[src/rtl/str_sender_param.sv]
// ============================================================================
// str_sender_param : fixed-string byte streamer on a valid/ready interface.
// Optional trailing CR/LF per message when STR_SENDER_CRLF_EN is defined.
// Revision 1.0
// ============================================================================
`default_nettype none

module str_sender_param #(
  parameter int               LEN  = 35,
  parameter logic [8*LEN-1:0] STR  = "19/08/2005: 0x5F3759DF = 1597463007",
  parameter bit               LOOP = 1'b1,
  parameter int               GAP  = 0
) (
  input  logic        clk,
  input  logic        rst_n,
  input  logic        start,
  output logic [7:0]  s_dtm,
  output logic        s_vld,
  input  logic        s_rdy,
  output logic        s_last,
  output logic        busy,
  output logic [15:0] msg_cnt
);

`ifdef STR_SENDER_CRLF_EN
  localparam int c_msg_len = LEN + 2;
`else
  localparam int c_msg_len = LEN;
`endif
  localparam int                 c_idx_w    = $clog2(LEN + 2);
  localparam logic [c_idx_w-1:0] c_last_idx = c_idx_w'(c_msg_len - 1);
  localparam logic               c_single   = (c_msg_len == 1);
  localparam logic [7:0]         c_gap      = 8'(GAP);

  typedef enum logic [1:0] {
    S_IDLE = 2'd0,
    S_SEND = 2'd1,
    S_GAP  = 2'd2
  } state_t;

  state_t               r_state;
  logic [c_idx_w-1:0]   r_idx;
  logic [7:0]           r_gap_cnt;
  logic [15:0]          r_msg_cnt;
  logic [7:0]           r_dtm;
  logic                 r_vld;
  logic                 r_last;
  logic [c_idx_w-1:0]   w_idx_inc;

  // Character i of the message, leftmost STR character first.
  function automatic logic [7:0] char_at(input logic [c_idx_w-1:0] i);
    logic [8*LEN-1:0] sh;
    sh = STR << {i, 3'b000};
`ifdef STR_SENDER_CRLF_EN
    if (i == c_idx_w'(LEN))     return 8'h0D;
    if (i == c_idx_w'(LEN + 1)) return 8'h0A;
`endif
    return sh[8*LEN-1 -: 8];
  endfunction

  assign w_idx_inc = r_idx + c_idx_w'(1);

  always_ff @(posedge clk or negedge rst_n) begin
    if (!rst_n) begin
      r_state   <= S_IDLE;
      r_idx     <= '0;
      r_gap_cnt <= '0;
      r_msg_cnt <= '0;
      r_dtm     <= char_at('0);
      r_vld     <= 1'b0;
      r_last    <= 1'b0;
    end else begin
      case (r_state)
        S_IDLE: begin
          if (LOOP || start) begin
            r_state <= S_SEND;
            r_idx   <= '0;
            r_dtm   <= char_at('0);
            r_vld   <= 1'b1;
            r_last  <= c_single;
          end
        end
        S_SEND: begin
          if (s_rdy) begin
            if (r_idx != c_last_idx) begin
              r_idx  <= w_idx_inc;
              r_dtm  <= char_at(w_idx_inc);
              r_last <= (w_idx_inc == c_last_idx);
            end else begin
              r_idx     <= '0;
              r_dtm     <= char_at('0);
              r_msg_cnt <= r_msg_cnt + 16'd1;
              if (GAP > 0) begin
                r_state   <= S_GAP;
                r_gap_cnt <= c_gap;
                r_vld     <= 1'b0;
                r_last    <= 1'b0;
              end else if (LOOP) begin
                r_last <= c_single;
              end else begin
                r_state <= S_IDLE;
                r_vld   <= 1'b0;
                r_last  <= 1'b0;
              end
            end
          end
        end
        S_GAP: begin
          // The counter value 1 marks the final idle cycle.
          if (r_gap_cnt <= 8'd1) begin
            r_gap_cnt <= '0;
            if (LOOP) begin
              r_state <= S_SEND;
              r_vld   <= 1'b1;
              r_last  <= c_single;
            end else begin
              r_state <= S_IDLE;
            end
          end else begin
            r_gap_cnt <= r_gap_cnt - 8'd1;
          end
        end
        default: begin
          r_state <= S_IDLE;
          r_vld   <= 1'b0;
          r_last  <= 1'b0;
        end
      endcase
    end
  end

  assign s_dtm   = r_dtm;
  assign s_vld   = r_vld;
  assign s_last  = r_last;
  assign busy    = (r_state != S_IDLE);
  assign msg_cnt = r_msg_cnt;

endmodule

`default_nettype wire
[config.mk]
export PLATFORM = sky130hd
export DESIGN_NAME = str_sender_param
export DESIGN_NICKNAME = d
export VERILOG_FILES = /design/src/rtl/str_sender_param.sv
export SDC_FILE = /design/constraint.sdc
export NUM_CORES = 1
export LEC_CHECK = 0
export BUFFER_PORTS_ARGS = -buffer_cell sky130_fd_sc_hd__buf_2
export CORE_MARGIN = 2
export CORE_UTILIZATION = 44
export DETAILED_ROUTE_END_ITERATION = 10
export HOLD_SLACK_MARGIN = 0.08
export PLACE_DENSITY = 0.62
export SYNTH_ARGS = -nofsm -noshare
export SYNTH_HDL_FRONTEND = slang
export SYNTH_SLANG_ARGS = --single-unit
[constraint.sdc]
create_clock -name clk -period 2.7 [get_ports clk]
set_input_delay 0.405 -clock clk [delete_from_list [all_inputs] [get_ports clk]]
set_output_delay 0.405 -clock clk [all_outputs]
set_load 0.05 [all_outputs]
# ---- After elaboration in Yosys (flattened, before gate mapping)
# Cells that the tools add are included.
dict set report totals {
  register_bits 42
  latchBits 0
  ramBits 0
  rom_bits 0
  input_bits 4
  word_cells 42
  memories 0
}
dict set report classes {
  addsub 3
  multipliers 0
  div_mod_pow 0
  order_cmp 1
  n_eq_ne 6
  shifts 1
  muxes 15
  bitwise_logic 2
  reduce_logical 7
}
# op count
set ops {}
lappend ops {{$shl A278 B9 Y280 const A} 1}
lappend ops {{$mux W8} 3}
lappend ops {{$add A16 B1 Y16 const B} 1}
lappend ops {{$pmux W8 S2} 1}
lappend ops {{$mux W6} 2}
lappend ops {{$pmux W6 S2} 1}
lappend ops {{$le A8 B1 Y1 const B} 1}
lappend ops {{$sub A8 B1 Y8 const B} 1}
lappend ops {{$add A6 B1 Y6 const B} 1}
lappend ops {{$eq A6 B6 Y1 const B} 1}
lappend ops {{$ne A6 B6 Y1 const B} 1}
lappend ops {{$pmux W2 S3} 1}
lappend ops {{$reduce_and A2 Y1} 3}
lappend ops {{$mux W1} 4}
lappend ops {{$ne A2 B2 Y1 const B} 2}
lappend ops {{$reduce_bool A2 Y1} 2}
lappend ops {{$pmux W1 S3} 1}
lappend ops {{$reduce_and A3 Y1} 1}
lappend ops {{$eq A2 B1 Y1 const B} 1}
lappend ops {{$eq A2 B2 Y1 const B} 1}
lappend ops {{$logic_not A2 Y1} 1}
lappend ops {{$mux W2} 1}
lappend ops {{$not A1 Y1} 2}
lappend ops {{$pmux W1 S2} 1}

# ---- Logic depth before layout (Yosys ltp)
# Gate-level depths: netlist of the first run.
dict set report logic_depth {
  ltp_word 5
  ltp_mapped 10
  mapped_depth_nobuf 7
}

# ---- Least setup slack after synthesis of the first run
# No wires, ideal clock.
dict set report synth_timing {
  kind {reg2reg}
  start {register r_idx[0]}
  end {register r_msg_cnt[14], in the netlist msg_cnt[14]}
  setup_ns 0.142
  t_arrival_ns 2.069
  required_time_ns 2.558
  path_slack_ns 0.489
  stages_incl_launch_ff 11
  synth_period_minus_slack_ns 2.211
  cell_sequence {dfrtp_1 buf_2 clkbuf_1 inv_1 ha_1 nand2_1 nor3_4 and3_1 buf_4 and4_4 xor2_2}
}
dict set report synth_between {
  elab_chain_cells 3
}
# item line
set synth_rtl {}
lappend synth_rtl {{from (decl)} 42} ;# logic [c_idx_w-1:0] r_idx;
lappend synth_rtl {{from (signal assigned)} 86} ;# r_idx <= w_idx_inc;
lappend synth_rtl {{$ne A6 B6 Y1} 85} ;# if (r_idx != c_last_idx) begin
lappend synth_rtl {{$not A1 Y1 (no line)} --}
lappend synth_rtl {{$reduce_and A3 Y1 (no line)} --}
lappend synth_rtl {{to (signal assigned)} 92} ;# r_msg_cnt <= r_msg_cnt + 16'd1;
lappend synth_rtl {{to (decl)} 44} ;# logic [15:0] r_msg_cnt;
# No other way between the ends.
# A chain may end at the register's enable or synchronous reset.

# ---- Worst setup path in the final report of the first run
dict set report layout_timing {
  start {register r_idx[0]}
  end {register r_dtm[4], in the netlist s_dtm[4]}
}
dict set report layout_between {
  elab_chain_cells 5
  elab_cells_between_ends 6
  cone_classes {1 x add/sub; 1 x eq/ne; 1 x shift; 3 x mux}
}
# item line
set layout_rtl {}
lappend layout_rtl {{$add A6 B1 Y6} 61} ;# assign w_idx_inc = r_idx + c_idx_w'(1);
lappend layout_rtl {{$shl A278 B9 Y280} 53} ;# sh = STR << {i, 3'b000};
lappend layout_rtl {{$mux W8 (*)} 85}
lappend layout_rtl {{$mux W8 (*)} 84} ;# if (s_rdy) begin
lappend layout_rtl {{$pmux W8 S2 (*)} 73} ;# case (r_state)
lappend layout_rtl {{to (signal assigned)} 78} ;# r_dtm <= char_at('0);
lappend layout_rtl {{to (signal assigned)} 87} ;# r_dtm <= char_at(w_idx_inc);
lappend layout_rtl {{to (signal assigned)} 91} ;# r_dtm <= char_at('0);
lappend layout_rtl {{to (decl)} 45} ;# logic [7:0] r_dtm;
# Mark *: on every way between the ends. The rest lies on a longest branch, timed or not. The select of a mux whose other input is x is not followed.

==> reports/metrics.cfg, run 1 <==
[finish]
final_net_count = 253
syn_to_final_growth_pct = 13.8
fill_cells = 405
seqCellArea_um2 = 779
final_cells = 293
antenna_cells = 0
multi_input_area_um2 = 1190
drive_above_1_share = 0.241

[floorplan]
start_util = 0.466
die_area_um2 = 5240
ios = 31
rows = 24
die_h_um = 72.4
core_area_um2 = 4410
die_w_um = 72.4

[logic_synthesis]
yosysSeqAreaShare = 0.379
synth_top_area_frac = 0.341
yosysTopAreaCell = dfrtp_1
syn_nets = 223
async_flop_share = 1.00
yosysMostFrequentCell = dfrtp_1
yosysWarnings = 0
synth.ff_latch_count = 31
yosys-top-cells-count = 28 x dfrtp_1, 20 x nand2_1, 17 x xnor2_1, 11 x nand3_1, 11 x o21ai_0
synth_edf_count = 0
synth_cell_type_count = 59
syn_area_um2 = 2060
synth.area.top_cells = dfrtp_1 34%, xnor2_1 7.2%, ha_1 5.5%
ys.flop_type = dfrtp_1
syn-instance-count = 210
syn_area_per_cell_um2 = 9.80

[routing]
drc = 0
first_iter_violations = 76
vias = 1670
wl_per_cell_um = 16.0
drtAntennaViolNets = 0
wirelength_mm = 4.70
first_pass_iters = 4
viasPerCell = 5.70

[critical_path]
regToRegStartpoint = r_idx[0]
critPathKind = reg -> reg
cp_data_arrival_time_ns = 2.60
required_ns = 2.90
reg2reg_depth = 6
r2r_end = s_dtm[4]
endpoint_kind = flop
setup.worst_path.start_class = flop
path_max_fanout = 10
rrSetupSlack_ns = 0.29

[clock_tree]
ctsHoldBuffers = 0
cts_max_level = 2
post_cts_resized = 0
cts_root_buf = clkbuf_8
clkTransAtPathRegs_ns = 0.06
clock_sinks = 31
clkLatencyLatePin_ns = 0.28
cts.path.max_buffers = 2
cts_inserted_buffers = 5
cts_tree = yes
postCtsSetupBuffers = 0

[sta]
slew_violations = 0
slew_headroom = 0.501
rsz0062_at_grt = false
fin_skew_ns = 0.00900
fmax_mhz = 416
finalHoldViolations = 0
min_period_ns = 2.41
worstMarginPinSlew_ns = 0.747
setup-violations-final = 0
finalCritPeriodShare = 0.891
tns_ns = 0

[global_routing]
antenna_found_initial = 0
grt_pass1_wl_mm = 7.78
grt_max_degree = 32
grt-ovfl-total = 0
track_usage = 0.193
grt_pass1_vias = 1570

[power_and_ir_drop]
power_density_nw_per_um2 = 432
leakage_nw = 1.10
ir_drop_v = 0.000278

[place]
port_buffers = 28
place_congestion = 0.916
hpwl_mm = 3.46
place_inst = 285

[min_path]
hp-class = in -> async

[run]
cap_violations = 0

[run_status]
status = finished clean

==> cell families (layout without fill, tap and decap cells) <==
| group | Yosys count | after routing | synth area share |
|---|---|---|---|
| xor gates and xnor gates | 27 | 27 | 0.122 |
| adders and majority gates | 9 | 9 | 0.0547 |
| AOI/OAI and AO/OA | 49 | 49 | 0.175 |
| and+or+nand+nor | 68 | 68 | 0.181 |
| buffers and inverters | 17 | 48 | 0.0426 |
| other | 2 | 2 | 0.00365 |
| DFF | 31 | 31 | 0.379 |
| muxes | 7 | 7 | 0.0414 |
==> sequential cells by signal (all words and copies together) (netlist names) <==
name / flops
s_vld: 1
msg_cnt: 16
s_dtm: 7
r_idx: 6
s_last: 1
==> area by class of cell <==
cell class | count | share of cell area
clock buffers | 7 | 0.0369
clock inverters | 1 | 0.00214
inverters | 4 | 0.00641
multi-input cells | 162 | 0.508
flip-flops and latches | 31 | 0.333
well taps | 52 | 0.0278
repair buffers | 36 | 0.0855
==> worst max path at each step <==
stage	start	end	slack, ns	depth (start not counted)
3_3_place_gp	r_idx[0]	s_dtm[0]	0.40	6
4_1_cts	r_idx[0]	s_dtm[0]	0.34	6
3_5_place_dp	r_idx[0]	s_dtm[0]	0.36	6
2_1_floorplan	r_idx[0]	msg_cnt[14]	0.49	10
6_report	r_idx[0]	s_dtm[4]	0.29	6
5_1_grt	r_idx[0]	s_dtm[4]	0.17	6
==> critical path: stages, from the launching register on <==
cell and delay, ns:
dfrtp_1 0.53, ha_1 0.33, xor2_2 0.43, mux2i_1 0.48, mux4_2 0.31, nand2_1 0.06
a31oi_1 0.19
==> layout by cell type (no fill, tap or decap), types with 5 or more instances in the layout <==
master,n
buf_2,28
o21ai_0,11
nor2_1,9
nand2_1,20
and3_1,8
dfrtp_1,28
xor2_1,8
ha_1,9
a21oi_1,5
nand3_1,11
clkbuf_8,6
buf_4,8
xnor2_1,17
==> metal layers <==
metal,share of wire,up-vias,track usage,routed length [um]
li1,-,822,-,-
met1,0.50,786,0.293,2370
met2,0.43,51,0.265,2010
met3,0.048,11,0.0403,227
met4,0.019,0,0.0761,91
met5,0,-,0,0
==> per-stage QoR <==
stage | setup slack [ns] | area, um2 | power, mW | util | hold slack, ns
after CTS | 0.341 | 2340 | 1.02 | 0.530 | 0.188
after global placement | 0.405 | 2250 | 0.646 | 0.510 | 0.454
after global routing | 0.169 | 2340 | 1.06 | 0.530 | 0.223
final | 0.294 | 2340 | 1.01 | 0.530 | 0.157
after detailed placement | 0.364 | 2250 | 0.648 | 0.510 | 0.458
after floorplan | 0.489 | 2060 | 0.604 | - | 0.109
==> where the power goes <==
group	leakage, nW	switching (mW)	internal, mW
registers	0.417	0.00938	0.474
logic	0.632	0.103	0.0528
clock network	0.0482	0.167	0.205
(Power assumes the default switching activity.)
==> run 2, diff against run 1 <==
--- a/config.mk
+++ b/config.mk
@@ -6,7 +6,6 @@
 export NUM_CORES = 1
 export LEC_CHECK = 0
 export BUFFER_PORTS_ARGS = -buffer_cell sky130_fd_sc_hd__buf_2
-export CORE_MARGIN = 2
 export CORE_UTILIZATION = 44
 export DETAILED_ROUTE_END_ITERATION = 10
 export HOLD_SLACK_MARGIN = 0.08
==> run 2 against run 1 <==
  * Setup slack gained 0.12 ns
  * Highest routed layer unchanged
  * Flip-flop and latch count is the same
  * Clock skew shrank 0.0010 ns
==> reports/metrics.cfg, run 2 (synthesis gave the netlist of run 1 again) <==
[power_and_ir_drop]
p_int_uw = 735
p_comb_frac = 0.157
power_frac_clock = 0.368
ir_drop_v = 0.000383
pwr-share-seq = 0.475
leakage_nw = 1.10
power_density_nw_per_um2 = 431
p_sw_frac = 0.273
power_mw = 1.01
p_switching_uw = 277

[clock_tree]
cts.path.max_buffers = 2
postCtsSetupBuffers = 0
cts_inserted_buffers = 5
cts_root_buf = clkbuf_8
cts_max_level = 2
post_cts_resized = 0
clkLatencyLatePin_ns = 0.28
cts_tree = yes
clock_sinks = 31
ctsHoldBuffers = 0
clkTransAtPathRegs_ns = 0.06

[routing]
top_layer_used = met4
first_iter_violations = 72
wl_per_cell_um = 15.5
drc = 0
vias = 1627
wl_met2_mm = 2.01
wirelength_mm = 4.57
viasPerCell = 5.53
dr_wl_met3_um = 259
wirelength_met1_mm = 2.27
first_pass_iters = 4
drtAntennaViolNets = 0

[place]
hpwl_mm = 3.36
port_buffers = 28
place_congestion = 0.914

[floorplan]
start_util = 0.466
die_area_um2 = 4950
core_area_um2 = 4410
rows = 24
die_w_um = 70.4
die_h_um = 70.4
ios = 31

[min_path]
hp-class = in -> async

[global_routing]
grt_pass1_vias = 1559
grt_pass1_wl_mm = 7.71
antenna_found_initial = 0
track_usage = 0.200
grt_max_degree = 32
grt-ovfl-total = 0

[critical_path]
required_ns = 2.92
cp_slowest_cell = dfrtp_1
critPathMaxStageDelay_ns = 0.71
setup.worst_path.start_class = flop
endpoint_kind = flop
critPathKind = reg -> reg
crit_buf_inv = 0
path_max_fanout = 16
worstPathCellList = nand3_1 -> xnor2_1 -> a22oi_1 -> a221oi_1 -> o32a_1
crit_family = compound AO/OA/AOI/OAI gates
cp_data_arrival_time_ns = 2.51

[run]
cap_violations = 0

[finish]
final_net_count = 254
antenna_cells = 0
drive_above_1_share = 0.244
syn_to_final_growth_pct = 14.2
layout_common_cells = 28 x buf_2, 28 x dfrtp_1, 20 x nand2_1, 17 x xnor2_1
largest_reg_flops = 16
final_core_util = 0.532

[sta]
fmax_mhz = 437
fin_skew_ns = 0.00798
finalCritPeriodShare = 0.848
worstMarginPinSlew_ns = 0.669
slew_violations = 0
min_period_ns = 2.29
finalHoldViolations = 0
rsz0062_at_grt = false
setup-violations-final = 0
slew_headroom = 0.554
hold_ws_ns = 0.153
tns_ns = 0

[run_status]
status = finished clean

[run 2: changes by cell type in the layout (fill, tap and decap cells not counted), sizes merged]
cell,delta
buf,+1
[run 2: worst reg2reg max path, delay by kind of cell, from the launching register on]
kind            cells  cell delay [ns]
compound gates      3             0.72
flops               1             0.71
xor+xnor            1             0.51
simple gates        1             0.29
[run 2: metrics by stage]
step           std cells  setup slack [ns]  area [um2]
6_report             294             0.411        2350
2_1_floorplan        210             0.489        2060
5_1_grt              294             0.155        2350
3_5_place_dp         286             0.457        2260
3_3_place_gp         286             0.438        2260
4_1_cts              294             0.428        2350
[run 2: power groups by stage]
stage / combinational, mW / clock (mW) / sequential (mW)
6_report: 0.158 / 0.372 / 0.480
3_5_place_dp: 0.158 / 0 / 0.489
4_1_cts: 0.159 / 0.384 / 0.481
3_3_place_gp: 0.159 / 0 / 0.489
5_1_grt: 0.175 / 0.405 / 0.481
2_1_floorplan: 0.0940 / 0 / 0.510
[run 2: path summary, 6_finish.rpt]
check                             from     endpoint  slack (ns)  cells past startpoint
setup / recovery              r_idx[2]     s_dtm[0]        0.41                      5
hold / removal                   rst_n     r_idx[1]        0.15                      1
setup reg to reg              r_idx[2]     s_dtm[0]        0.41                      5
hold reg to reg            msg_cnt[15]  msg_cnt[15]        0.47                      1
max in group asynchronous        rst_n       s_last        2.11                      1
min in group clk           msg_cnt[15]  msg_cnt[15]        0.47                      1
[run 2: metal layers]
metal  track usage  vias to the layer above
met4        0.0600                        0
met1         0.285                      752
met5             0                        -
met2         0.293                       46
li1              -                      825
met3        0.0548                        4
[run 2: cell type report]
cell class,instances,area [um2]
inverters,4,15.0
flip-flops and latches,31,779
well taps,52,65.1
multi-input cells,162,1190
repair buffers,37,208
clock inverters,1,5.00
fillers,408,2070
clock buffers,7,86.3
